`config.mk`:
```
export PLATFORM = sky130hd
export DESIGN_NAME = sensor_stream_sim
export DESIGN_NICKNAME = d
export VERILOG_FILES = /design/src/rtl/sensor_sim_pkg.sv /design/src/rtl/sensor_ch_timer.sv /design/src/rtl/sensor_stream_sim.sv
export SDC_FILE = /design/constraint.sdc
export NUM_CORES = 1
export LEC_CHECK = 0
export ABC_AREA = 1
export BUFFER_PORTS_ARGS = -buffer_cell sky130_fd_sc_hd__buf_2
export CAP_MARGIN = 40
export CORE_MARGIN = 1.5
export CORE_UTILIZATION = 60
export DETAILED_ROUTE_END_ITERATION = 8
export HOLD_SLACK_MARGIN = 0.02
export PLACE_DENSITY = 0.88
export SKIP_CTS_REPAIR_TIMING = 1
export SYNTH_ARGS = -nofsm -noshare
export SYNTH_HDL_FRONTEND = slang
export SYNTH_HIERARCHICAL = 1
export SYNTH_SLANG_ARGS = --single-unit
```
`constraint.sdc`:
```
create_clock -name clock -period 11.8 [get_ports clock]
set_clock_uncertainty 0.15 [all_clocks]
set_input_delay 2.36 -clock clock [delete_from_list [all_inputs] [get_ports clock]]
set_output_delay 2.36 -clock clock [all_outputs]
set_load 0.005 [all_outputs]
```
`src/rtl/sensor_sim_pkg.sv`:
```
// Shared definitions for the multi-channel sensor stream simulator:
// default widths, the stream FSM state encoding and the channel-tag width helper.
package sensor_sim_pkg;

  localparam int DEF_NUM_CH  = 8;
  localparam int DEF_DATA_W  = 110;
  localparam int DEF_TIMER_W = 20;
  localparam int DEF_IDX_W   = 6;
  localparam int DEF_OVR_W   = 16;

  // Stream FSM: arbitrate, look the packet up, then offer it downstream.
  typedef enum logic [1:0] {
    IDLE  = 2'd0,
    FETCH = 2'd1,
    SEND  = 2'd2
  } streamState_t;

  // Width of a channel tag; never narrower than one bit so tiny configurations
  // still get a legal vector.
  function automatic int chWidth(input int numCh);
    return (numCh < 2) ? 1 : $clog2(numCh);
  endfunction

endpackage

```
`src/rtl/sensor_ch_timer.sv`:
```
// One simulated sensor channel: a free-running period timer that raises a
// sticky pending flag each time it reaches its programmed cap.
module sensor_ch_timer
  import sensor_sim_pkg::*;
#(
  parameter int TIMER_W = DEF_TIMER_W
) (
  input  logic               clock,
  input  logic               resetn,
  input  logic               i_run,
  input  logic [TIMER_W-1:0] i_cap,
  input  logic               i_clear,
  output logic               o_fire,
  output logic               o_pending
);

  logic [TIMER_W-1:0] r_count;
  logic               r_pending;
  logic               w_capOn;

  // A zero cap switches the channel off; a fire only happens while running
  // and only on an exact match, so a cap lowered below the count waits for wrap.
  assign w_capOn   = (i_cap != '0);
  assign o_fire    = i_run && w_capOn && (r_count == i_cap);
  assign o_pending = r_pending;

  // Period counter: parked at zero when off, reloads on fire, holds when not running.
  always_ff @(posedge clock or negedge resetn) begin
    if (!resetn) begin
      r_count <= '0;
    end else if (!w_capOn) begin
      r_count <= '0;
    end else if (o_fire) begin
      r_count <= '0;
    end else if (i_run) begin
      r_count <= r_count + TIMER_W'(1);
    end
  end

  // Pending flag: a new fire beats a same-cycle clear from the fetch stage.
  always_ff @(posedge clock or negedge resetn) begin
    if (!resetn) begin
      r_pending <= 1'b0;
    end else if (o_fire) begin
      r_pending <= 1'b1;
    end else if (i_clear) begin
      r_pending <= 1'b0;
    end
  end

endmodule

```
`src/rtl/sensor_stream_sim.sv`:
```
// Multi-channel sensor simulator top: per-channel timers, round-robin arbiter,
// data-store fetch, valid/ready packet output and overrun accounting.
module sensor_stream_sim
  import sensor_sim_pkg::*;
#(
  parameter int NUM_CH  = DEF_NUM_CH,
  parameter int DATA_W  = DEF_DATA_W,
  parameter int TIMER_W = DEF_TIMER_W,
  parameter int IDX_W   = DEF_IDX_W,
  parameter int OVR_W   = DEF_OVR_W,
  localparam int CH_W   = chWidth(NUM_CH)
) (
  input  logic                      clock,
  input  logic                      resetn,
  input  logic                      run,
  input  logic [NUM_CH*TIMER_W-1:0] timer_cap,
  output logic [CH_W-1:0]           fetch_ch,
  output logic [IDX_W-1:0]          fetch_idx,
  input  logic [DATA_W-1:0]         fetch_data,
  output logic [DATA_W-1:0]         out_data,
  output logic [CH_W-1:0]           out_ch,
  output logic [IDX_W-1:0]          out_idx,
  output logic                      out_valid,
  input  logic                      out_ready,
  output logic [NUM_CH-1:0]         pending,
  output logic [NUM_CH-1:0]         overrun_flags,
  output logic [OVR_W-1:0]          overrun_count
);

  localparam int OVR_SUM_W = OVR_W + 1;

  streamState_t r_state;
  streamState_t w_nextState;

  logic [NUM_CH-1:0]    w_fire;
  logic [NUM_CH-1:0]    w_pending;
  logic [NUM_CH-1:0]    w_clear;
  logic [NUM_CH-1:0]    w_ovr;
  logic                 w_anyPending;

  logic [CH_W-1:0]      r_grant;
  logic [CH_W-1:0]      r_lastGrant;
  logic [CH_W-1:0]      w_rrGrant;
  logic [CH_W-1:0]      w_cand;
  logic                 w_rrFound;
  logic [CH_W-1:0]      w_fetchSel;

  logic [IDX_W-1:0]     r_idx [NUM_CH];

  logic [DATA_W-1:0]    r_outData;
  logic [CH_W-1:0]      r_outCh;
  logic [IDX_W-1:0]     r_outIdx;

  logic                 w_loadGrant;
  logic                 w_doFetch;
  logic                 w_sendValid;
  logic                 w_accept;

  logic [NUM_CH-1:0]    r_ovrFlags;
  logic [OVR_W-1:0]     r_ovrCount;
  logic [OVR_SUM_W-1:0] w_ovrNum;
  logic [OVR_SUM_W-1:0] w_ovrSum;
  logic [OVR_W-1:0]     w_ovrNext;

  // ------------------------------------------------------------------
  // Channel timers plus the per-channel clear and overrun terms
  // ------------------------------------------------------------------
  for (genvar g = 0; g < NUM_CH; g++) begin : g_ch
    sensor_ch_timer #(
      .TIMER_W (TIMER_W)
    ) u_timer (
      .clock     (clock),
      .resetn    (resetn),
      .i_run     (run),
      .i_cap     (timer_cap[g*TIMER_W +: TIMER_W]),
      .i_clear   (w_clear[g]),
      .o_fire    (w_fire[g]),
      .o_pending (w_pending[g])
    );

    // A fetch retires this channel's pending sample.
    assign w_clear[g] = w_doFetch && (r_grant == CH_W'(g));
    // A fire onto a sample that is still waiting drops the new sample.
    assign w_ovr[g]   = w_fire[g] && w_pending[g] && !w_clear[g];
  end

  assign w_anyPending = |w_pending;

  // Round-robin search: first pending channel after the last one served, wrapping.
  always_comb begin
    w_rrGrant = r_lastGrant;
    w_rrFound = 1'b0;
    w_cand    = '0;
    for (int off = 1; off <= NUM_CH; off++) begin
      w_cand = CH_W'((int'(r_lastGrant) + off) % NUM_CH);
      if (!w_rrFound && w_pending[w_cand]) begin
        w_rrFound = 1'b1;
        w_rrGrant = w_cand;
      end
    end
  end

  // ------------------------------------------------------------------
  // Stream FSM
  // ------------------------------------------------------------------

  // State register.
  always_ff @(posedge clock or negedge resetn) begin
    if (!resetn) begin
      r_state <= IDLE;
    end else begin
      r_state <= w_nextState;
    end
  end

  // Next-state: one arbitration cycle, one fetch cycle, then hold until accepted.
  always_comb begin
    w_nextState = r_state;
    case (r_state)
      IDLE:    if (w_anyPending) w_nextState = FETCH;
      FETCH:   w_nextState = SEND;
      SEND:    if (out_ready) w_nextState = IDLE;
      default: w_nextState = IDLE;
    endcase
  end

  // State-decoded controls for the datapath below.
  always_comb begin
    w_loadGrant = 1'b0;
    w_doFetch   = 1'b0;
    w_sendValid = 1'b0;
    case (r_state)
      IDLE:    w_loadGrant = w_anyPending;
      FETCH:   w_doFetch   = 1'b1;
      SEND:    w_sendValid = 1'b1;
      default: ;
    endcase
  end

  assign w_accept = w_sendValid && out_ready;

  // ------------------------------------------------------------------
  // Arbiter and index datapath
  // ------------------------------------------------------------------

  // Registered grant so the data-store select is stable through FETCH.
  always_ff @(posedge clock or negedge resetn) begin
    if (!resetn) begin
      r_grant <= CH_W'(NUM_CH - 1);
    end else if (w_loadGrant) begin
      r_grant <= w_rrGrant;
    end
  end

  // Rotation pointer only moves once a channel has actually been fetched.
  always_ff @(posedge clock or negedge resetn) begin
    if (!resetn) begin
      r_lastGrant <= CH_W'(NUM_CH - 1);
    end else if (w_doFetch) begin
      r_lastGrant <= r_grant;
    end
  end

  // Per-channel sample index; advances only for samples that were fetched.
  always_ff @(posedge clock or negedge resetn) begin
    if (!resetn) begin
      for (int k = 0; k < NUM_CH; k++) begin
        r_idx[k] <= '0;
      end
    end else if (w_doFetch) begin
      r_idx[r_grant] <= r_idx[r_grant] + IDX_W'(1);
    end
  end

  // Outside FETCH the select rests on the last served channel.
  assign w_fetchSel = (r_state == FETCH) ? r_grant : r_lastGrant;
  assign fetch_ch   = w_fetchSel;
  assign fetch_idx  = r_idx[w_fetchSel];

  // ------------------------------------------------------------------
  // Output packet registers
  // ------------------------------------------------------------------

  // Capture the looked-up packet in FETCH; blank the payload once accepted.
  always_ff @(posedge clock or negedge resetn) begin
    if (!resetn) begin
      r_outData <= '0;
      r_outCh   <= '0;
      r_outIdx  <= '0;
    end else if (w_doFetch) begin
      r_outData <= fetch_data;
      r_outCh   <= r_grant;
      r_outIdx  <= r_idx[r_grant];
    end else if (w_accept) begin
      r_outData <= '0;
    end
  end

  assign out_data  = r_outData;
  assign out_ch    = r_outCh;
  assign out_idx   = r_outIdx;
  assign out_valid = w_sendValid;
  assign pending   = w_pending;

  // ------------------------------------------------------------------
  // Overrun accounting
  // ------------------------------------------------------------------

  // Add every channel that overran this cycle and clamp at all-ones.
  always_comb begin
    w_ovrNum = '0;
    for (int k = 0; k < NUM_CH; k++) begin
      w_ovrNum = w_ovrNum + OVR_SUM_W'(w_ovr[k]);
    end
    w_ovrSum  = {1'b0, r_ovrCount} + w_ovrNum;
    w_ovrNext = w_ovrSum[OVR_W] ? '1 : w_ovrSum[OVR_W-1:0];
  end

  // Sticky flags and the saturating total; only reset clears them.
  always_ff @(posedge clock or negedge resetn) begin
    if (!resetn) begin
      r_ovrFlags <= '0;
      r_ovrCount <= '0;
    end else begin
      r_ovrFlags <= r_ovrFlags | w_ovr;
      r_ovrCount <= w_ovrNext;
    end
  end

  assign overrun_flags = r_ovrFlags;
  assign overrun_count = r_ovrCount;

endmodule

```
==> results_dict.tcl <==
set metrics [dict create \
    synth.net_count 3867 \
    routed-via-count 23994 \
    row_count 73 \
    seq_area_frac_synth_pct 37.6 \
    achievable-frequency_ghz 0.141 \
    yosysTopAreaCell "dfrtp_1" \
    synthesis.instances 3571 \
    layoutNonFillerInstCount 4493 \
    count_of_warnings_emitted_by_yosys 6 \
    result_of_the_run "finished, final reports clean" \
    setup-tns-final_ps 0 \
    grt_pass1_vias 22465 \
    route.final.wire_length_mm 67.8 \
    synth_area_um2 24400 \
    timing.slew.headroom_pct 42.2 \
    yosys-top-cells-count "nand2_1, nor2_1, dfrtp_1" \
    place.port_buffers 434 \
    clock_tree.buffer_depth 3 \
    maximum_number_of_pins_on_one_net_before_global_route_repair 86 \
    ys_seq_elements 367 \
    synth.lib_cells_used.distinct 42 \
    dpl.hpwl_mm 50.0 \
    synth_top_area_share_pct 37.0 \
    boundaryPins 435 \
    synth-edff-count 0 \
    dieArea_um2 41900 \
    synth_area_leaders "dfrtp_1, nand2_1, nand3_1" \
    floorplan.die.height_um 205 \
    detailedRoute.firstIterationViolations 1923 \
    route.antenna.remaining_nets 0 \
    vdd_ir_drop_max_mv 0.112 \
    critPathCaptureType "flip-flop" \
    crit_required_ps 12110 \
    post_drt_via_cell_ratio 5.34 \
    globalRoute.totalOverflow 0 \
    hold_path_class "flip-flop to flip-flop" \
    initial_antenna_violation_count 4 \
    report.final.setup_viol 0 \
    timing.final.ws_setup_ps 4720 \
    placer_congestion_estimate 0.961 \
    routed_length_per_instance_um 15.1 \
    die_width_um 205 \
    final.min_clock_period_ps 7080 \
    area_growth_pct 15.0 \
    post-place-cells 4414 \
    clkSlewWorstSetupHoldPaths_ps 60 \
    post-route-period-util_pct 60.0 \
    powerDensity_nw_per_um2 193 \
    cts_buffers 41 \
    drc 0 \
    postSynthAreaPerCell_um2 6.84 \
    dominantRegCellSynth "dfrtp_1" \
    crit_path_max_incr_delay_ps 480 \
    detailedPlace.worstSlack_ps 4180 \
    final_net_count 4228 \
    unrepaired_setup_endpoints_after_global_routing "no" \
    max_cap_violations 0 \
    cts_tree "built" \
    grt_pass1_wl_mm 110 \
    power.static_leakage_nw 15.0 \
    crit_type "input pin to flip-flop" \
    slew_viol_final 0 \
    clk-insertion-delay-late_ps 570 \
    post_route_cells_drive_above_1_share_pct 21.1 \
    pin_slew_with_the_least_headroom_to_its_limit_ps 866 \
    tritoncts_num_sinks 367 \
    arrival_ps 7400 \
    clock_tree.root_cell "clkbuf_16" \
    track_usage_pct 32.2 \
    crit_path_top_delay_cell "nand3_2" \
    design_power_total_mw 5.41 \
    synth_most_common_cell "nand2_1" \
    crit_path_max_fanout 22 \
    initial_core_util_pct 61.2 \
    ys_async_sr_fraction_pct 100 \
    core-area_um2 39900 \
    start_kind "input pin" \
    ctsHtreeMaxLevel 2 \
    report.final.hold_viol_count 0 \
    detailedRoute.firstPassIterationCount 5 \
]
[registers in the layout, summed over array words and instances (netlist names)]
name / cells
r_state: 2
r_idx: 48
out_data: 110
g_ch.u_timer/o_pending: 8
out_idx: 6
r_lastGrant: 3
overrun_flags: 8
out_ch: 3
g_ch.u_timer/r_count: 160
r_grant: 3
overrun_count: 16
[cells in the final DEF (no fill, tap or decap), drive strengths merged, types with 9 or more instances in the layout]
| cell type | n |
|---|---|
| nand2 | 1384 |
| o21ai | 117 |
| xor2 | 107 |
| nor3 | 26 |
| nor2 | 441 |
| ha | 17 |
| nand3 | 413 |
| dfrtp | 361 |
| nand3b | 18 |
| o211ai | 13 |
| clkinv | 9 |
| buf | 450 |
| a21oi | 27 |
| inv | 400 |
| xnor2 | 47 |
| nand4 | 29 |
| clkbuf | 56 |
| or2 | 13 |
[metal layers]
layer	part of all wire, %	vias to the layer above	global-route usage, %
met5	0	-	0
met2	47	1026	52.3
met4	4.5	0	16.8
li1	-	11795	-
met3	8.2	186	5.95
met1	41	10987	40.9
[worst paths after layout]
| kind | end | slack, ps | cells after the start | startpoint |
|---|---|---|---|---|
| max | overrun_count[5]$_DFF_PN0_ | 4720 | 25 | timer_cap[3] |
| max in group asynchronous | g_ch[3].u_timer/r_count[16]$_DFFE_PN0P_ | 8040 | 5 | resetn |
| min | overrun_flags[2]$_DFF_PN0_ | 310 | 1 | overrun_flags[2]$_DFF_PN0_ |
| min reg2reg | overrun_flags[2]$_DFF_PN0_ | 310 | 1 | overrun_flags[2]$_DFF_PN0_ |
| max reg2reg | overrun_count[5]$_DFF_PN0_ | 6060 | 24 | g_ch[0].u_timer/r_count[2]$_DFFE_PN0P_ |
| min in group asynchronous | g_ch[4].u_timer/r_count[9]$_DFFE_PN0P_ | 1600 | 1 | resetn |
[power by group]
group          leakage (nW)  internal (mW)  switching (mW)  total (mW)
sequential             4.79           1.61           0.320        1.92
clock                 0.671          0.777           0.534        1.31
combinational          9.54          0.761            1.41        2.17
total                  15.0           3.14            2.26        5.41
[final cells by class]
type                       instances  area, um2
antenna                            4       10.0
clock buffer                      56       1150
clock inverter                    19        221
fill                            3357      11800
inverter                         397       1490
multi-input combinational       2675      12900
sequential                       367       9190
tap                              525        657
timing repair buffer             450       2410
[kinds of logic after synthesis]
logic type,after synthesis,synth area share (%)
buffers and inverters,529,9.38
AOI/OAI and AO/OA,170,3.80
muxes,1,0.0410
xor gates and xnor gates,154,5.60
and+or+nand+nor,2328,42.3
DFF,367,37.6
adders and majority gates,22,1.28
[worst max-delay path, delay by kind of cell]
family	cells	cell delay (ps)
buf+inv	6	490
fa+ha+maj	5	1940
simple gates	14	2610
[through the flow]
step                      utilization (%)  hold slack, ps  area, um2
after global routing                 70.3             345      28100
after CTS                            70.3             312      28100
after detailed placement             66.9             297      26700
final                                70.3             312      28100
after global placement               66.5             295      26500
after floorplan                         -             303      24400
Power figures use the tool's default switching activity.
